===== src/rtl/sa_output_deskew_if.sv =====
// Bus between the systolic array bottom row, the output deskew block and writeback.
// Optional out_last member exists only when SA_DESKEW_TILE_LAST_EN is defined.
interface sa_output_deskew_if #(
  parameter int N          = 4,
  parameter int DW         = 16,
  parameter int FIFO_DEPTH = 4
);
  localparam int CW = $clog2(FIFO_DEPTH) + 1;

  logic [N-1:0]    in_valid;
  logic [N*DW-1:0] in_accumulate;
  logic            stall_in;
  logic            stall_sa;
  logic            out_valid;
  logic            out_ready;
  logic [N*DW-1:0] out_data;
  logic [CW-1:0]   fifo_count;
  logic            skew_err;
`ifdef SA_DESKEW_TILE_LAST_EN
  logic            out_last;

  modport master (
    output in_valid, in_accumulate, stall_in, out_ready,
    input  stall_sa, out_valid, out_data, fifo_count, skew_err, out_last
  );
  modport slave (
    input  in_valid, in_accumulate, stall_in, out_ready,
    output stall_sa, out_valid, out_data, fifo_count, skew_err, out_last
  );
`else
  modport master (
    output in_valid, in_accumulate, stall_in, out_ready,
    input  stall_sa, out_valid, out_data, fifo_count, skew_err
  );
  modport slave (
    input  in_valid, in_accumulate, stall_in, out_ready,
    output stall_sa, out_valid, out_data, fifo_count, skew_err
  );
`endif
endinterface


===== src/rtl/sa_output_deskew.sv =====
// Realigns skewed bottom-row accumulates into full rows, buffers them in a small FIFO
// and back-pressures the array. Define SA_DESKEW_TILE_LAST_EN to add per-tile out_last.

module sa_output_deskew_lane #(
  parameter int DEPTH = 1,
  parameter int DW    = 16
) (
  input  logic          CLK,
  input  logic          RST,
  input  logic          hold_i,
  input  logic          vld_i,
  input  logic [DW-1:0] data_i,
  output logic          vld_o,
  output logic [DW-1:0] data_o
);
  logic [DEPTH-1:0]         vld_q;
  logic [DEPTH-1:0][DW-1:0] data_q;

  always_ff @(posedge CLK) begin
    if (RST) begin
      vld_q  <= '0;
      data_q <= '0;
    end else if (!hold_i) begin
      vld_q[0]  <= vld_i;
      data_q[0] <= data_i;
      for (int s = 1; s < DEPTH; s++) begin
        vld_q[s]  <= vld_q[s-1];
        data_q[s] <= data_q[s-1];
      end
    end
  end

  assign vld_o  = vld_q[DEPTH-1];
  assign data_o = data_q[DEPTH-1];
endmodule

module sa_output_deskew #(
  parameter int N          = 4,
  parameter int DW         = 16,
  parameter int FIFO_DEPTH = 4,
  parameter int TILE_ROWS  = 4
) (
  input logic                   CLK,
  input logic                   RST,
  sa_output_deskew_if.slave     bus
);
  localparam int CW = $clog2(FIFO_DEPTH) + 1;
  localparam int AW = $clog2(FIFO_DEPTH);

  logic [N-1:0]          lane_vld;
  logic [N-1:0][DW-1:0]  lane_data;
  logic [N*DW-1:0]       row;
  logic                  stall, full, aligned, partial, push, pop;

  logic [FIFO_DEPTH-1:0][N*DW-1:0] mem_q;
  logic [AW-1:0]   wptr_q, rptr_q, rptr_nxt;
  logic [CW-1:0]   count_q, count_d;
  logic [N*DW-1:0] out_data_q, out_data_d;
  logic            skew_err_q;

  // Column j is delayed N-1-j cycles so every column lines up with the last one.
  for (genvar j = 0; j < N; j++) begin : g_lane
    if (j == N-1) begin : g_direct
      assign lane_vld[j]  = bus.in_valid[j];
      assign lane_data[j] = bus.in_accumulate[j*DW +: DW];
    end else begin : g_chain
      sa_output_deskew_lane #(.DEPTH(N-1-j), .DW(DW)) u_lane (
        .CLK    (CLK),
        .RST    (RST),
        .hold_i (stall),
        .vld_i  (bus.in_valid[j]),
        .data_i (bus.in_accumulate[j*DW +: DW]),
        .vld_o  (lane_vld[j]),
        .data_o (lane_data[j])
      );
    end
  end

  assign row     = lane_data;
  assign full    = (count_q == CW'(FIFO_DEPTH));
  assign stall   = bus.stall_in | (full & ~bus.out_ready);
  assign aligned = &lane_vld;
  assign partial = (|lane_vld) & ~aligned;
  assign push    = aligned & ~stall;
  assign pop     = bus.out_valid & bus.out_ready;

  // out_data is the registered head, so recompute what the head will be after this edge.
  always_comb begin
    rptr_nxt   = pop ? rptr_q + AW'(1) : rptr_q;
    count_d    = count_q + CW'(push) - CW'(pop);
    out_data_d = mem_q[rptr_nxt];
    if (count_q == CW'(pop)) out_data_d = push ? row : '0;
  end

  always_ff @(posedge CLK) begin
    if (RST) begin
      wptr_q     <= '0;
      rptr_q     <= '0;
      count_q    <= '0;
      out_data_q <= '0;
      skew_err_q <= 1'b0;
    end else begin
      if (push) wptr_q <= wptr_q + AW'(1);
      rptr_q     <= rptr_nxt;
      count_q    <= count_d;
      out_data_q <= out_data_d;
      if (partial && !stall) skew_err_q <= 1'b1;
    end
  end

  always_ff @(posedge CLK) begin
    if (push) mem_q[wptr_q] <= row;
  end

  assign bus.stall_sa   = stall;
  assign bus.out_valid  = (count_q != '0);
  assign bus.out_data   = out_data_q;
  assign bus.fifo_count = count_q;
  assign bus.skew_err   = skew_err_q;

`ifdef SA_DESKEW_TILE_LAST_EN
  localparam int TW = (TILE_ROWS > 1) ? $clog2(TILE_ROWS) : 1;
  logic [TW-1:0]         tile_cnt_q;
  logic [FIFO_DEPTH-1:0] mem_last_q;
  logic                  push_last, out_last_q, out_last_d;

  assign push_last = (tile_cnt_q == TW'(TILE_ROWS-1));

  always_comb begin
    out_last_d = mem_last_q[rptr_nxt];
    if (count_q == CW'(pop)) out_last_d = push & push_last;
  end

  always_ff @(posedge CLK) begin
    if (RST) begin
      tile_cnt_q <= '0;
      out_last_q <= 1'b0;
    end else begin
      if (push) tile_cnt_q <= push_last ? '0 : tile_cnt_q + TW'(1);
      out_last_q <= out_last_d;
    end
  end

  always_ff @(posedge CLK) begin
    if (push) mem_last_q[wptr_q] <= push_last;
  end

  assign bus.out_last = out_last_q;
`endif

  a_no_overflow: assert property (@(posedge CLK) disable iff (RST) !(push && !pop && full));
endmodule


===== src/flat_wrapper.sv =====
// flat-port wrapper written by rule: the top's interface ports become plain ports
module sa_output_deskew_flat 
#(
  parameter int N          = 4,
  parameter int DW         = 16,
  parameter int FIFO_DEPTH = 4,
  parameter int TILE_ROWS  = 4
)
  (CLK, RST, bus_in_valid, bus_in_accumulate, bus_stall_in, bus_out_ready, bus_stall_sa, bus_out_valid, bus_out_data, bus_fifo_count, bus_skew_err);
  sa_output_deskew_if #(.N(N), .DW(DW), .FIFO_DEPTH(FIFO_DEPTH)) bus_i ();
  input logic CLK;
  input logic RST;
  input wire logic [$bits(bus_i.in_valid)-1:0] bus_in_valid;
  input wire logic [$bits(bus_i.in_accumulate)-1:0] bus_in_accumulate;
  input wire logic [$bits(bus_i.stall_in)-1:0] bus_stall_in;
  input wire logic [$bits(bus_i.out_ready)-1:0] bus_out_ready;
  output wire logic [$bits(bus_i.stall_sa)-1:0] bus_stall_sa;
  output wire logic [$bits(bus_i.out_valid)-1:0] bus_out_valid;
  output wire logic [$bits(bus_i.out_data)-1:0] bus_out_data;
  output wire logic [$bits(bus_i.fifo_count)-1:0] bus_fifo_count;
  output wire logic [$bits(bus_i.skew_err)-1:0] bus_skew_err;
  assign bus_i.in_valid = bus_in_valid;
  assign bus_i.in_accumulate = bus_in_accumulate;
  assign bus_i.stall_in = bus_stall_in;
  assign bus_i.out_ready = bus_out_ready;
  assign bus_stall_sa = bus_i.stall_sa;
  assign bus_out_valid = bus_i.out_valid;
  assign bus_out_data = bus_i.out_data;
  assign bus_fifo_count = bus_i.fifo_count;
  assign bus_skew_err = bus_i.skew_err;
  sa_output_deskew #(.N(N), .DW(DW), .FIFO_DEPTH(FIFO_DEPTH), .TILE_ROWS(TILE_ROWS)) u_core (.CLK(CLK), .RST(RST), .bus(bus_i));
endmodule

===== config.mk =====
export PLATFORM = sky130hd
export DESIGN_NAME = sa_output_deskew_flat
export DESIGN_NICKNAME = d
export VERILOG_FILES = /design/src/rtl/sa_output_deskew_if.sv /design/src/rtl/sa_output_deskew.sv /design/src/flat_wrapper.sv
export SDC_FILE = /design/constraint.sdc
export NUM_CORES = 1
export LEC_CHECK = 0
export BUFFER_PORTS_ARGS = -buffer_cell sky130_fd_sc_hd__buf_2
export CAP_MARGIN = 10
export CORE_MARGIN = 2
export CORE_UTILIZATION = 36
export DETAILED_ROUTE_END_ITERATION = 7
export PLACE_DENSITY_LB_ADDON = 0.1
export SLEW_MARGIN = 20
export SYNTH_ARGS = -nofsm -noshare
export SYNTH_HDL_FRONTEND = slang
export SYNTH_SLANG_ARGS = --single-unit

===== constraint.sdc =====
create_clock -name CLK -period 4 [get_ports CLK]
set_clock_uncertainty 0.1 [all_clocks]
set_input_delay 0.4 -clock CLK [delete_from_list [all_inputs] [get_ports CLK]]
set_output_delay 0.4 -clock CLK [all_outputs]
set_load 0.03 [all_outputs]

==> impl_metrics.tcl, run 1 <==
set metrics [dict create \
    rsz0062_at_grt "false" \
    n_fill_cell 3848 \
    critical_path.startpoint "u_core.bus.fifo_count[2]" \
    antennaDiodeCount 0 \
    number_of_i_o_port_buffers 141 \
    crit_path_top_delay_cell "sky130_fd_sc_hd__nor4b_2" \
    routed_via_density 4.779 \
    dp.cells 1731 \
    avgRoutedWirePerCell_um 17.98 \
    fin_setup_tns_ns 0 \
    ios 142 \
    critical_path.n_buffers_inverters 3 \
    grt_use_total_pct 15.39 \
    syn-cell-area_mm2 0.01523 \
    power_density_mw_per_mm2 647.6 \
    drv.max_cap_violation_count 0 \
    antenna_found_initial 0 \
    nets 1385 \
    cts_post_setup_buffers_inserted 0 \
    worstSkewPairLatency_ns 0.57 \
    grt_max_degree 82 \
    post-route-drc-count 0 \
    gp_congestion 0.6862 \
    fp.dieH_um 209.7 \
    synth_cell_type_count 30 \
    finalCritPeriodShare_pct 83.78 \
    drtIter0Drc 585 \
    multi_input_comb_area_mm2 0.003741 \
    hold_violations 0 \
    antenna_left 0 \
    critPathMaxFanout 50 \
    core_region_area_mm2 0.04185 \
    cts_tree "done" \
    syn_inst 1106 \
    clock.fmax_mhz 298.4 \
    timing.setup.critical_path_class "register to primary output" \
    layout_min_cycle_time_ns 3.351 \
    worst-endpoint-arrival_ns 2.85 \
    timing.critical_path.to_type "primary output" \
    timing.critical_path.required_ns 3.50 \
    critPathTopFamily "buffers and inverters" \
    dr_total_vias 9003 \
    worst_hold_path_type "primary input to register" \
    synth-async-reset-ratio_pct 0 \
    leakage_nw 7.362 \
    outcome "completed" \
    first_pass_grt_wire_length_um 52200 \
    post-layout-total-power_w 0.01212 \
    clock_pin_slew_of_the_registers_on_the_worst_case_setup_and_hold_paths_ns 0.06 \
    switching_share_pct 30.31 \
    max-clock-path-buffers 3 \
    final-instance-count-excl-fill 1884 \
    combinationalPowerShare_pct 21.4 \
    leading_cell_types_in_the_layout_fill_and_taps_excluded "sky130_fd_sc_hd__nand2_1 (269), sky130_fd_sc_hd__edfxtp_1 (256), sky130_fd_sc_hd__dfxtp_1 (174)" \
    cts-hold-fix-buffers 65 \
    rr_worst_depth 5 \
    power.internal_w 0.008449 \
    dp_hpwl_um 17730 \
    synth-edff-count 256 \
    seq_area_mm2 0.01117 \
    peak_supply_drop_mv 0.3485 \
    post_route_cells_drive_above_1_share_pct 17.47 \
    initial_utilization_pct 36.38 \
    row_count 75 \
    power_switching_w 0.003674 \
    worst-path-stages 5 \
    worstReg2RegStart "u_core.bus.fifo_count[1]" \
    setup-violations-final 0 \
    die_area_mm2 0.04396 \
    pins_over_slew_limit 0 \
    cts_made_buffers 47 \
    die_width_um 209.7 \
    synth_warnings 0 \
    seq_area_frac_synth_pct 73.36 \
    finalWirelength_um 33880 \
    area_growth_syn_to_layout_pct 22.94 \
    postCtsResizedCells 0 \
    syn_avg_cell_area_um2 13.77 \
    worstReg2RegEnd "u_core.bus.out_data[50]" \
    first_global_vias 8797 \
    cts_sinks 430 \
    synth-main-ff-cell "sky130_fd_sc_hd__edfxtp_1" \
    drtPass1Iterations 5 \
    cts-htree-levels 2 \
    gr-total-overflow 0 \
    cp_cell_sequence "nor4b_2 -> nor2_4 -> buf_16 -> inv_4 -> buf_2" \
    seqPwrFrac_pct 43.7 \
    ys_seq_elements 430 \
    timing.reg2reg.setup_slack_ns 0.99 \
    most_common_cell_after_layout_fill_and_taps_aside "sky130_fd_sc_hd__nand2_1" \
    p_clk_share_pct 34.9 \
    capture_point_of_the_critical_path "bus_stall_sa" \
    slew-limit-headroom_pct 31.56 \
    cpPeakStageDelay_ns 0.56 \
    worstSetupStartpointType "register" \
    worst-slew-pin-transition_ns 1.027 \
    syn-num-nets 1185 \
    cts_root_buffer_type "sky130_fd_sc_hd__clkbuf_16" \
    worst_hold_path.num_cells 3 \
]
[metrics by stage]
stage	hold WS [ns]	cell area, µm²	setup WS (ns)	utilization (%)
final	0.02311	18720	0.6488	44.73
after global routing	0.009843	18720	0.4436	44.73
after CTS	0.001453	18720	0.5566	44.73
after detailed placement	0.3417	16530	0.9848	39.50
after global placement	0.3393	16510	1.023	39.44
after floorplan	0.3321	15230	0.5862	-
[Yosys cell counts (2+ instances only)]
| master | instances | area share, % |
|---|---|---|
| sky130_fd_sc_hd__edfxtp_1 | 256 | 50 |
| sky130_fd_sc_hd__xnor2_1 | 4 | 0.23 |
| sky130_fd_sc_hd__nor2b_1 | 2 | 0.082 |
| sky130_fd_sc_hd__buf_4 | 4 | 0.20 |
| sky130_fd_sc_hd__ha_1 | 6 | 0.49 |
| sky130_fd_sc_hd__buf_2 | 23 | 0.76 |
| sky130_fd_sc_hd__dfxtp_1 | 174 | 23 |
| sky130_fd_sc_hd__o221ai_1 | 64 | 3.7 |
| sky130_fd_sc_hd__buf_6 | 6 | 0.44 |
| sky130_fd_sc_hd__and2_1 | 4 | 0.16 |
| sky130_fd_sc_hd__a21oi_1 | 103 | 3.4 |
| sky130_fd_sc_hd__nand2_1 | 270 | 6.7 |
| sky130_fd_sc_hd__mux2i_1 | 129 | 8.5 |
| sky130_fd_sc_hd__nor2_1 | 8 | 0.20 |
| sky130_fd_sc_hd__inv_1 | 6 | 0.15 |
| sky130_fd_sc_hd__clkbuf_1 | 33 | 0.81 |
[flip-flops by register name, indices dropped and copies added (netlist names)]
register                             cells
u_core.mem_q                           256
u_core.g_lane.g_chain.u_lane.data_o     48
u_core.bus.skew_err                      1
u_core.bus.out_data                     64
u_core.g_lane.g_chain.u_lane.vld_q       5
u_core.bus.fifo_count                    3
u_core.g_lane.g_chain.u_lane.data_q     48
u_core.rptr_q                            2
u_core.g_lane.g_chain.u_lane.vld_o       1
u_core.wptr_q                            2
[kinds of logic after synthesis]
kind of cell	after synthesis	synth area share, %
flip-flops	430	73.36
buffers and inverters	74	2.407
XOR/XNOR	5	0.2876
adder cells (fa/ha/maj)	7	0.6245
AO/OA/AOI/OAI	170	7.272
multiplexers	129	8.480
AND/OR/NAND/NOR	291	7.568
[routing by layer]
| metal | part of all wire [%] | vias up | GRT usage [%] |
|---|---|---|---|
| met4 | 2.2 | 0 | 5.331 |
| met2 | 43 | 183 | 23.02 |
| li1 | - | 4428 | - |
| met5 | 0 | - | 0 |
| met3 | 4.5 | 51 | 2.783 |
| met1 | 50 | 4341 | 22.53 |
[worst min-delay path by stage]
stage                                                    startpoint                                         end  slack [ns]
after floorplan           u_core.g_lane[0].g_chain.u_lane.data_q[0]  u_core.g_lane[0].g_chain.u_lane.data_q[16]        0.33
after global placement    u_core.g_lane[1].g_chain.u_lane.data_q[6]   u_core.g_lane[1].g_chain.u_lane.data_o[6]        0.34
after detailed placement  u_core.g_lane[0].g_chain.u_lane.data_q[5]  u_core.g_lane[0].g_chain.u_lane.data_q[21]        0.34
after CTS                                     bus_in_accumulate[35]   u_core.g_lane[2].g_chain.u_lane.data_o[3]       0.001
after global routing                          bus_in_accumulate[35]   u_core.g_lane[2].g_chain.u_lane.data_o[3]        0.01
final                                         bus_in_accumulate[35]   u_core.g_lane[2].g_chain.u_lane.data_o[3]        0.02
[worst register-to-register path, cell delays in order (launching register included)]
cell and delay [ns]:
sky130_fd_sc_hd__dfxtp_1 0.40, sky130_fd_sc_hd__o31a_1 0.36, sky130_fd_sc_hd__ha_1 0.32, sky130_fd_sc_hd__a21oi_1 0.47
sky130_fd_sc_hd__nand2b_4 0.68, sky130_fd_sc_hd__o221ai_1 0.54
[area by class of cell]
| type | count | share of cell area (%) |
|---|---|---|
| Sequential cell | 430 | 59.67 |
| Clock inverter | 17 | 0.6817 |
| Timing Repair Buffer | 218 | 8.381 |
| Tap cell | 539 | 3.602 |
| Inverter | 7 | 0.1537 |
| Multi-Input combinational cell | 602 | 19.98 |
| Clock buffer | 71 | 7.526 |
[power by group through the flow]
stage                     registers [W]  clock network, W  logic, W
after global routing            0.00534           0.00453   0.00279
after global placement          0.00540                 0   0.00257
after detailed placement        0.00540                 0   0.00259
after CTS                       0.00531           0.00436   0.00264
final                           0.00530           0.00423   0.00259
after floorplan                 0.00594                 0   0.00118
No activity file was read; power rests on OpenSTA's default activity.
==> run 2: changes to the inputs <==
--- a/config.mk
+++ b/config.mk
@@ -5,6 +5,7 @@
 export SDC_FILE = /design/constraint.sdc
 export NUM_CORES = 1
 export LEC_CHECK = 0
+export ABC_AREA = 1
 export BUFFER_PORTS_ARGS = -buffer_cell sky130_fd_sc_hd__buf_2
 export CAP_MARGIN = 10
 export CORE_MARGIN = 2
==> constraint.sdc (replaced) <==
create_clock -name CLK -period 3.51 [get_ports CLK]
set_clock_uncertainty 0.1 [all_clocks]
set_input_delay 0.351 -clock CLK [delete_from_list [all_inputs] [get_ports CLK]]
set_output_delay 0.351 -clock CLK [all_outputs]
set_load 0.03 [all_outputs]
==> impl_metrics.tcl, run 2 <==
set metrics [dict create \
    post_route_cells_drive_above_1_share_pct 12.03 \
    power_density_mw_per_mm2 772.4 \
    first_global_vias 12340 \
    antenna_found_initial 0 \
    pins_over_slew_limit 0 \
    largest_register_ff_count 256 \
    drtPass1Iterations 5 \
    clock.fmax_mhz 352.0 \
    cts_root_buffer_type "sky130_fd_sc_hd__clkbuf_16" \
    ios 142 \
    drtIter0Drc 822 \
    initial_utilization_pct 36.62 \
    netlist.top_cell.by_area "sky130_fd_sc_hd__edfxtp_1" \
    peak_supply_drop_mv 0.5144 \
    p_clk_share_pct 30.0 \
    nets 2126 \
    critical_path.startpoint "u_core.bus.fifo_count[1]" \
    syn_avg_cell_area_um2 9.339 \
    synth_most_common_cell "sky130_fd_sc_hd__nand2_1" \
    syn-cell-area_mm2 0.01756 \
    grt_max_degree 129 \
    timing.critical_path.to_type "primary output" \
    antenna_left 0 \
    synth-async-reset-ratio_pct 0 \
    cts-htree-levels 2 \
    synth_cell_type_count 24 \
    setup-violations-final 0 \
    outcome "completed" \
    hold_violations 0 \
    most_common_cell_after_layout_fill_and_taps_aside "sky130_fd_sc_hd__nand2_1" \
    largest-register "u_core.mem_q" \
    max-clock-path-buffers 3 \
    leading_cell_types_in_the_layout_fill_and_taps_excluded "sky130_fd_sc_hd__nand2_1 (464), sky130_fd_sc_hd__inv_1 (342), sky130_fd_sc_hd__nand3_1 (323)" \
    slew-limit-headroom_pct 34.22 \
    synth-edff-count 256 \
    combinationalPowerShare_pct 33.4 \
    cp_cell_sequence "nor2_1 -> nand3_1 -> nand2_4 -> buf_4 -> buf_2" \
    seqPwrFrac_pct 36.6 \
    global_route.usage.met2_pct 29.47 \
    cts_made_buffers 48 \
    routed_via_density 4.700 \
    grt_use_met3_pct 3.214 \
    globalRoute.busiestLayer "met2" \
    worst-endpoint-arrival_ns 2.39 \
    drv.max_cap_violation_count 0 \
    top_cell_types_by_occurrence_after_synthesis "sky130_fd_sc_hd__nand2_1 (465), sky130_fd_sc_hd__inv_1 (343), sky130_fd_sc_hd__nand3_1 (323)" \
    cpPeakStageDelay_ns 0.58 \
    antennaDiodeCount 0 \
    worstSetupStartpointType "register" \
    avgRoutedWirePerCell_um 16.61 \
    dr_total_vias 12700 \
    finalCritPeriodShare_pct 80.94 \
    first_pass_grt_wire_length_um 70700 \
    area_growth_syn_to_layout_pct 19.09 \
    worstSkewPairLatency_ns 0.57 \
    number_of_i_o_port_buffers 141 \
    gr-usage-met1_pct 24.82 \
    worstReg2RegStart "u_core.bus.fifo_count[1]" \
    die_width_um 224.8 \
    post-layout-total-power_w 0.01615 \
    switching_share_pct 37.43 \
    synth-main-ff-cell "sky130_fd_sc_hd__edfxtp_1" \
    layout_min_cycle_time_ns 2.841 \
    min_from "bus_in_accumulate[47]" \
    netlist.area_leader.share_pct 43.78 \
    worst-slew-pin-transition_ns 0.9867 \
    critPathMaxFanout 63 \
    grt_use_total_pct 17.96 \
    leakage_nw 9.197 \
    die_area_mm2 0.05056 \
    cts_tree "done" \
    rsz0062_at_grt "false" \
    worst_hold_path_type "primary input to register" \
    clock_pin_slew_of_the_registers_on_the_worst_case_setup_and_hold_paths_ns 0.06 \
    row_count 80 \
    final_util_pct 43.61 \
    dp_hpwl_um 23050 \
    cts-hold-fix-buffers 66 \
    cts_post_setup_buffers_inserted 0 \
    power_switching_w 0.006045 \
    timing.setup.critical_path_class "register to primary output" \
    fp.dieH_um 224.8 \
    ys_seq_elements 430 \
    gr-total-overflow 0 \
    synthTopCellsByArea "sky130_fd_sc_hd__edfxtp_1 (44%), sky130_fd_sc_hd__dfxtp_1 (20%), sky130_fd_sc_hd__nand2_1 (9.9%)" \
    gp_congestion 0.7262 \
    syn_inst 1880 \
    seq_area_frac_synth_pct 63.62 \
    post-route-drc-count 0 \
    timing.critical_path.required_ns 3.06 \
    syn-num-nets 1959 \
    synth_warnings 0 \
    crit_path_top_delay_cell "sky130_fd_sc_hd__buf_4" \
    cts_sinks 430 \
    finalWirelength_um 44880 \
    postCtsResizedCells 0 \
    power.internal_w 0.01011 \
    core_region_area_mm2 0.04795 \
]
[run 2: cell type report]
| type | count | area, µm² |
|---|---|---|
| Fill cell | 4690 | 27040 |
| Clock inverter | 11 | 87.58 |
| Timing Repair Buffer | 233 | 1630 |
| Sequential cell | 430 | 11170 |
| Tap cell | 615 | 769.5 |
| Clock buffer | 79 | 1439 |
| Multi-Input combinational cell | 989 | 4513 |
| Inverter | 345 | 1300 |
[run 2: worst paths after layout]
kind                                                              endpoint  slack, ns  cells after the start
worst min register to register  u_core.g_lane[0].g_chain.u_lane.data_q[23]       0.35                      2
worst max register to register                     u_core.bus.out_data[20]       0.98                     11
worst min-delay path            u_core.g_lane[2].g_chain.u_lane.data_o[15]       0.08                      3
worst max-delay path                                          bus_stall_sa       0.67                      5
[run 2: layer usage]
layer	vias to the layer above	share of wire (%)
met5	-	0
met4	0	1.2
met3	42	5.0
met2	284	46
met1	6020	47
li1	6353	-
[run 2: power groups by stage]
stage	Combinational [W]	Sequential [W]	Clock, W
floorplan	0.00350	0.00643	0
global placement	0.00537	0.00603	0
detailed placement	0.00541	0.00603	0
CTS	0.00549	0.00593	0.00499
global route	0.00603	0.00595	0.00520
finish	0.00540	0.00591	0.00484
[run 2: cell families (layout without fill, tap and decap cells)]
logic type	Yosys count	count (layout)	synth area share (%)
and+or+nand+nor	810	810	19.80
buffers and inverters	461	668	11.06
DFF	430	430	63.62
AOI/OAI and AO/OA	172	172	4.981
adders and majority gates	7	7	0.5416
[run 2: per-stage QoR]
stage	cells	cell area (µm²)	setup WS [ns]	hold slack (ns)	setup TNS [ns]
after floorplan	1880	17560	-0.9677	0.3401	-247.74
after global placement	2546	18720	0.9864	0.3396	0
after detailed placement	2546	18720	0.9642	0.3420	0
after CTS	2702	20910	0.6405	0.02278	0
after global routing	2702	20910	0.5181	0.05541	0
final	2702	20910	0.6689	0.08011	0
[run 2: critical path, delay by kind of cell, from the launching register on]
kind | cells | cell delay (ns)
buf+inv | 2 | 0.90
simple gates | 3 | 0.54
flops | 1 | 0.34
